`src/rtl/wb_arbiter.sv`:
```
// wb_arbiter: writeback stage in front of the integer register file.
// Owns the single register-file write port and merges two producers:
//   - ex: single-cycle execute results, accepted directly
//   - ls: long-latency load/mul-div results, buffered in an LS_DEPTH FIFO
// Also keeps the pending-write scoreboard for long-latency destinations.
//
// Ports:
//   clock, reset              clock; synchronous active-high reset
//   exValid/exRd/exData       execute result in; exReady out (FIFO not full)
//   lsValid/lsRd/lsData       long-latency result in; lsReady out (FIFO not full)
//   issueValid/issueRd        long-latency op issued; sets busy[issueRd]
//   wen/wAddr/wData           registered register-file write port
//   busy                      scoreboard, bit i = long-latency write to xi pending
module wb_arbiter #(
  parameter int XLEN     = 64,
  parameter int LS_DEPTH = 2
) (
  input  logic            clock,
  input  logic            reset,
  input  logic            exValid,
  input  logic [4:0]      exRd,
  input  logic [XLEN-1:0] exData,
  output logic            exReady,
  input  logic            lsValid,
  input  logic [4:0]      lsRd,
  input  logic [XLEN-1:0] lsData,
  output logic            lsReady,
  input  logic            issueValid,
  input  logic [4:0]      issueRd,
  output logic            wen,
  output logic [4:0]      wAddr,
  output logic [XLEN-1:0] wData,
  output logic [31:0]     busy
);

  localparam int PW = (LS_DEPTH > 1) ? $clog2(LS_DEPTH) : 1;
  localparam int CW = PW + 1;
  localparam logic [CW-1:0] FULL_CNT = CW'(LS_DEPTH);

  // FIFO storage; pointers wrap naturally since LS_DEPTH is a power of two
  logic [LS_DEPTH-1:0][4:0]      fifo_rd_q;
  logic [LS_DEPTH-1:0][XLEN-1:0] fifo_data_q;
  logic [PW-1:0]                 wr_ptr_q, wr_ptr_d;
  logic [PW-1:0]                 rd_ptr_q, rd_ptr_d;
  logic [CW-1:0]                 count_q, count_d;

  logic            wen_q, wen_d;
  logic [4:0]      waddr_q, waddr_d;
  logic [XLEN-1:0] wdata_q, wdata_d;
  logic [31:0]     busy_q, busy_d;

  logic            full, empty;
  logic            push, pop, sel_ex;
  logic [4:0]      head_rd, sel_rd;
  logic [XLEN-1:0] head_data, sel_data;

  assign full    = (count_q == FULL_CNT);
  assign empty   = (count_q == '0);
  // Ready depends only on registered occupancy, so a same-cycle pop from a
  // full FIFO does not open a slot until the next cycle.
  assign lsReady = !full;
  assign exReady = !full;

  assign head_rd   = fifo_rd_q[rd_ptr_q];
  assign head_data = fifo_data_q[rd_ptr_q];

  // Full FIFO must drain first; otherwise ex has priority over a waiting head.
  assign sel_ex = !full && exValid;
  assign pop    = full || (!exValid && !empty);
  assign push   = lsValid && !full;

  assign sel_rd   = pop ? head_rd   : exRd;
  assign sel_data = pop ? head_data : exData;

  always_comb begin
    wr_ptr_d = wr_ptr_q;
    rd_ptr_d = rd_ptr_q;
    count_d  = count_q;
    if (push) wr_ptr_d = wr_ptr_q + PW'(1);
    if (pop)  rd_ptr_d = rd_ptr_q + PW'(1);
    case ({push, pop})
      2'b10:   count_d = count_q + CW'(1);
      2'b01:   count_d = count_q - CW'(1);
      default: count_d = count_q;
    endcase
  end

  // A consumed rd==0 result still leaves the port idle; address/data hold.
  always_comb begin
    wen_d   = (pop || sel_ex) && (sel_rd != 5'd0);
    waddr_d = waddr_q;
    wdata_d = wdata_q;
    if (wen_d) begin
      waddr_d = sel_rd;
      wdata_d = sel_data;
    end
  end

  // Clear on ls retire, then set on issue so a re-issue to the same rd wins.
  always_comb begin
    busy_d = busy_q;
    if (pop && head_rd != 5'd0)
      busy_d[head_rd] = 1'b0;
    if (issueValid && issueRd != 5'd0)
      busy_d[issueRd] = 1'b1;
    busy_d[0] = 1'b0;
  end

  always_ff @(posedge clock) begin
    if (reset) begin
      wr_ptr_q <= '0;
      rd_ptr_q <= '0;
      count_q  <= '0;
      wen_q    <= 1'b0;
      waddr_q  <= '0;
      wdata_q  <= '0;
      busy_q   <= '0;
    end else begin
      wr_ptr_q <= wr_ptr_d;
      rd_ptr_q <= rd_ptr_d;
      count_q  <= count_d;
      wen_q    <= wen_d;
      waddr_q  <= waddr_d;
      wdata_q  <= wdata_d;
      busy_q   <= busy_d;
    end
  end

  // Storage needs no reset: entries are only visible through count/pointers.
  for (genvar i = 0; i < LS_DEPTH; i++) begin : g_slot
    always_ff @(posedge clock) begin
      if (push && wr_ptr_q == PW'(i)) begin
        fifo_rd_q[i]   <= lsRd;
        fifo_data_q[i] <= lsData;
      end
    end
  end

  assign wen   = wen_q;
  assign wAddr = waddr_q;
  assign wData = wdata_q;
  assign busy  = busy_q;

endmodule
```
`config.mk`:
```
export PLATFORM = sky130hd
export DESIGN_NAME = wb_arbiter
export DESIGN_NICKNAME = d
export VERILOG_FILES = /design/src/rtl/wb_arbiter.sv
export SDC_FILE = /design/constraint.sdc
export NUM_CORES = 1
export LEC_CHECK = 0
export ABC_AREA = 1
export BUFFER_PORTS_ARGS = -buffer_cell sky130_fd_sc_hd__buf_2
export CORE_MARGIN = 3
export CORE_UTILIZATION = 36
export DETAILED_ROUTE_END_ITERATION = 16
export PLACE_DENSITY_LB_ADDON = 0.12
export SLEW_MARGIN = 25
export SYNTH_ARGS = -nofsm -noshare
export SYNTH_HDL_FRONTEND = slang
export SYNTH_SLANG_ARGS = --single-unit
export TNS_END_PERCENT = 30
```
`constraint.sdc`:
```
create_clock -name clock -period 11.1 [get_ports clock]
set_input_delay 2.22 -clock clock [delete_from_list [all_inputs] [get_ports clock]]
set_output_delay 2.22 -clock clock [all_outputs]
set_load 0.02 [all_outputs]
```
==> impl_metrics.toml <==
[route]
vias = 7723
via_per_inst = 4.90
drt-total-wl_um = 27000
wire_per_inst_um = 17.2
drt-initial-drc-count = 566
drt-pass1-iter-count = 5
detail-route-antenna-nets = 0
drc = 0

[setup_path]
reg2reg_from = "rd_ptr_q"
cpPeakStageDelay_ns = 0.68
crit_path_end_kind = "flip-flop"
critical_path_class = "primary input to flip-flop"
r2r_setup_slack_ns = 8.17
crit_family = "buffers and inverters"
crit_path_end = "wData[63]"
slowest_stage = "buf_4"
cp.arrival_ns = 4.39
crit_cells = 10
worstReg2RegEnd = "wData[15]"
startpoint_type = "primary input"
crit_path_max_fanout = 74
r2r_cells = 10
crit_required_ns = 11.55
cp_cell_sequence = "buf_2 -> inv_1 -> nand2_2 -> nand2_4 -> inv_4 -> buf_4 -> nand2_1 -> o31ai_1 -> nand3_1 -> a21oi_1"
crit_start = "exValid"
worst-path-buf-inv = 4

[grt]
grt_overflow = 0
antenna_found_initial = 6
grt_max_degree = 75
grt_pass1_vias = 7447
grt_pass1_wl_um = 41900
grt_usage_pct = 18.2

[yosys]
yosys.area.top_type = "edfxtp_1"
ys_types = 26
syn-num-nets = 1144
synth_edf_count = 138
syn-instance-count = 995
synth.top_cell.area_share_pct = 42.3
synth_area_leaders = "edfxtp_1 (42%), dfxtp_1 (21%), nand2_1 (7.8%)"
ys_warn_count = 0
ys_seq_area_share_pct = 63.7
netlist_area_mm2 = 0.00981
ys_ff_latch = 243
synth-main-ff-cell = "edfxtp_1"
syn_avg_cell_area_um2 = 9.86
synth_async_sr_flop_share_pct = 0

[finish]
layoutNonFillerInstCount = 1575
fin_area_mm2 = 0.0121
area_growth_pct = 23.7
drive_gt1_share_pct = 27.0
nets = 1367

[die]
dieArea_mm2 = 0.0293
core-area_mm2 = 0.0264
fp.dieH_um = 171
die_w_um = 171
initial_utilization_pct = 37.1
rows = 59
ioPinCount = 252

[clock_network]
cts_tree = "yes"
clkSinkCount = 243
cts_hold_buf = 0
clk_pin_slew_ns = 0.06
post-cts-setup-buffers = 0
cts_resized = 0
htree_levels = 1
cts_max_path_buffers = 3
cts_inserted_buffers = 27
insertion_delay_ns = 0.53
cts-root-buf = "clkbuf_16"

[timing]
finalMaxSlewViolations = 0
finalCritPeriodShare_pct = 35.5
fin_setup_tns_ns = 0
setup_viol = 0
worst_pin_slew_ns = 0.960
worst_clock_skew_ns = 0.0126
rsz0062_at_grt = "false"
finalHoldViolCount = 0
fmax_ghz = 0.254
layout_min_cycle_time_ns = 3.94
max-slew-margin-rel_pct = 36.0

[placed_design]
place_congestion = 0.790
placed_cells = 1524
port_buffers = 250
placed_cell_area_mm2 = 0.0113
hpwlAfterDp_um = 16500

[pwr]
share_comb_of_total_power_pct = 30.3
ir_drop_uv = 116
clockPowerShare_pct = 28.4
p_seq_share_pct = 41.3
finalPower_w = 0.00307
power_density_mw_per_mm2 = 253
p_int_w = 0.00195
p_leak_nw = 5.07
sw_frac_of_total_pct = 36.4
p_sw_w = 0.00112

[min_path]
hp-class = "flip-flop to flip-flop"
min-delay-start = "wData[60]"

[flow_run]
drv_cap = 0

[status]
status = "finished, final reports clean"
registers in the layout, summed over array words and instances, names as in the netlist:
| signal | count |
|---|---|
| count_q | 2 |
| wData | 64 |
| rd_ptr_q | 1 |
| fifo_data_q | 128 |
| busy | 31 |
| wr_ptr_q | 1 |
| wAddr | 5 |
| fifo_rd_q | 10 |
| wen | 1 |
cell type report:
cell class              count  area, um^2
repair buffers            258        1330
diodes                      1        2.50
clock buffers              34         712
multi-input cells         659        3150
flip-flops and latches    243        6250
well taps                 335         419
inverters                  29         111
fillers                  2600       14300
clock inverters            16         159
logic make-up after synthesis:
logic type / share of synthesized area [%]
compound gates: 12.7
fa+ha+maj: 0.128
buf+inv: 4.49
flops: 63.7
other cells: 0.0382
simple gates: 19.0
worst register-to-register path: stages (launching register included):
cell and delay (ns):
dfxtp_4 0.95, inv_2 0.16, nand2_1 0.10, nand2_1 0.15, nand2_1 0.12, nand2_1 0.09
nor2_2 0.14, nand3_4 0.10, nand2_4 0.65, nand2_1 0.22, a21oi_1 0.17
worst min path at each step:
| stage | endpoint | slack (ns) | cells past startpoint |
|---|---|---|---|
| 6_report | wData[60] | 0.46 | 2 |
| 5_1_grt | wData[57] | 0.47 | 2 |
| 4_1_cts | wData[60] | 0.46 | 2 |
| 3_5_place_dp | wData[62] | 0.45 | 2 |
| 3_3_place_gp | wData[29] | 0.44 | 2 |
| 2_1_floorplan | count_q[1] | 0.49 | 2 |
per-layer routing:
| metal | up-vias | global-route usage (%) | routed length [um] |
|---|---|---|---|
| met2 | 217 | 30.2 | 12700 |
| met5 | - | 0 | 70 |
| met3 | 41 | 4.23 | 1800 |
| met4 | 10 | 4.62 | 573 |
| met1 | 3578 | 24.2 | 11900 |
| li1 | 3877 | - | - |
layout by cell type, fill, tap and decap left out, drive strengths merged:
| master | instances |
|---|---|
| buf | 258 |
| nand2 | 219 |
| nor2 | 148 |
| edfxtp | 138 |
| dfxtp | 105 |
| a21oi | 105 |
| nand3 | 78 |
| o31ai | 65 |
| o21ai | 38 |
| clkbuf | 34 |
| inv | 30 |
| clkinv | 10 |
| nor3 | 4 |
| bufinv | 3 |
| clkinvlp | 2 |
| diode | 1 |
| ha | 1 |
| conb | 1 |
cell usage after synthesis, types with 13 or more instances:
cell type    n
a21oi_1     95
buf_2       18
clkbuf_1    33
dfxtp_1    105
edfxtp_1   138
inv_1       26
nand2_1    203
nand2_2     13
nand3_1     77
nor2_1     146
o21ai_0     35
o31ai_1     65
through the flow:
step / hold WS, ns / utilization [%] / setup WS (ns)
finish: 0.457 / 45.9 / 7.16
global route: 0.474 / 45.9 / 6.92
CTS: 0.459 / 45.9 / 7.17
detailed placement: 0.450 / 42.6 / 6.62
global placement: 0.445 / 42.5 / 6.65
floorplan: 0.493 / - / 5.38
power groups by stage:
| stage | sequential [W] | combinational [W] | clock (W) |
|---|---|---|---|
| after floorplan | 0.00136 | 0.000563 | 0 |
| after global placement | 0.00129 | 0.000936 | 0 |
| after detailed placement | 0.00129 | 0.000947 | 0 |
| after CTS | 0.00127 | 0.000950 | 0.000900 |
| after global routing | 0.00129 | 0.00105 | 0.000942 |
| final | 0.00127 | 0.000931 | 0.000872 |
Note: power is estimated with default switching activity, not from simulation.
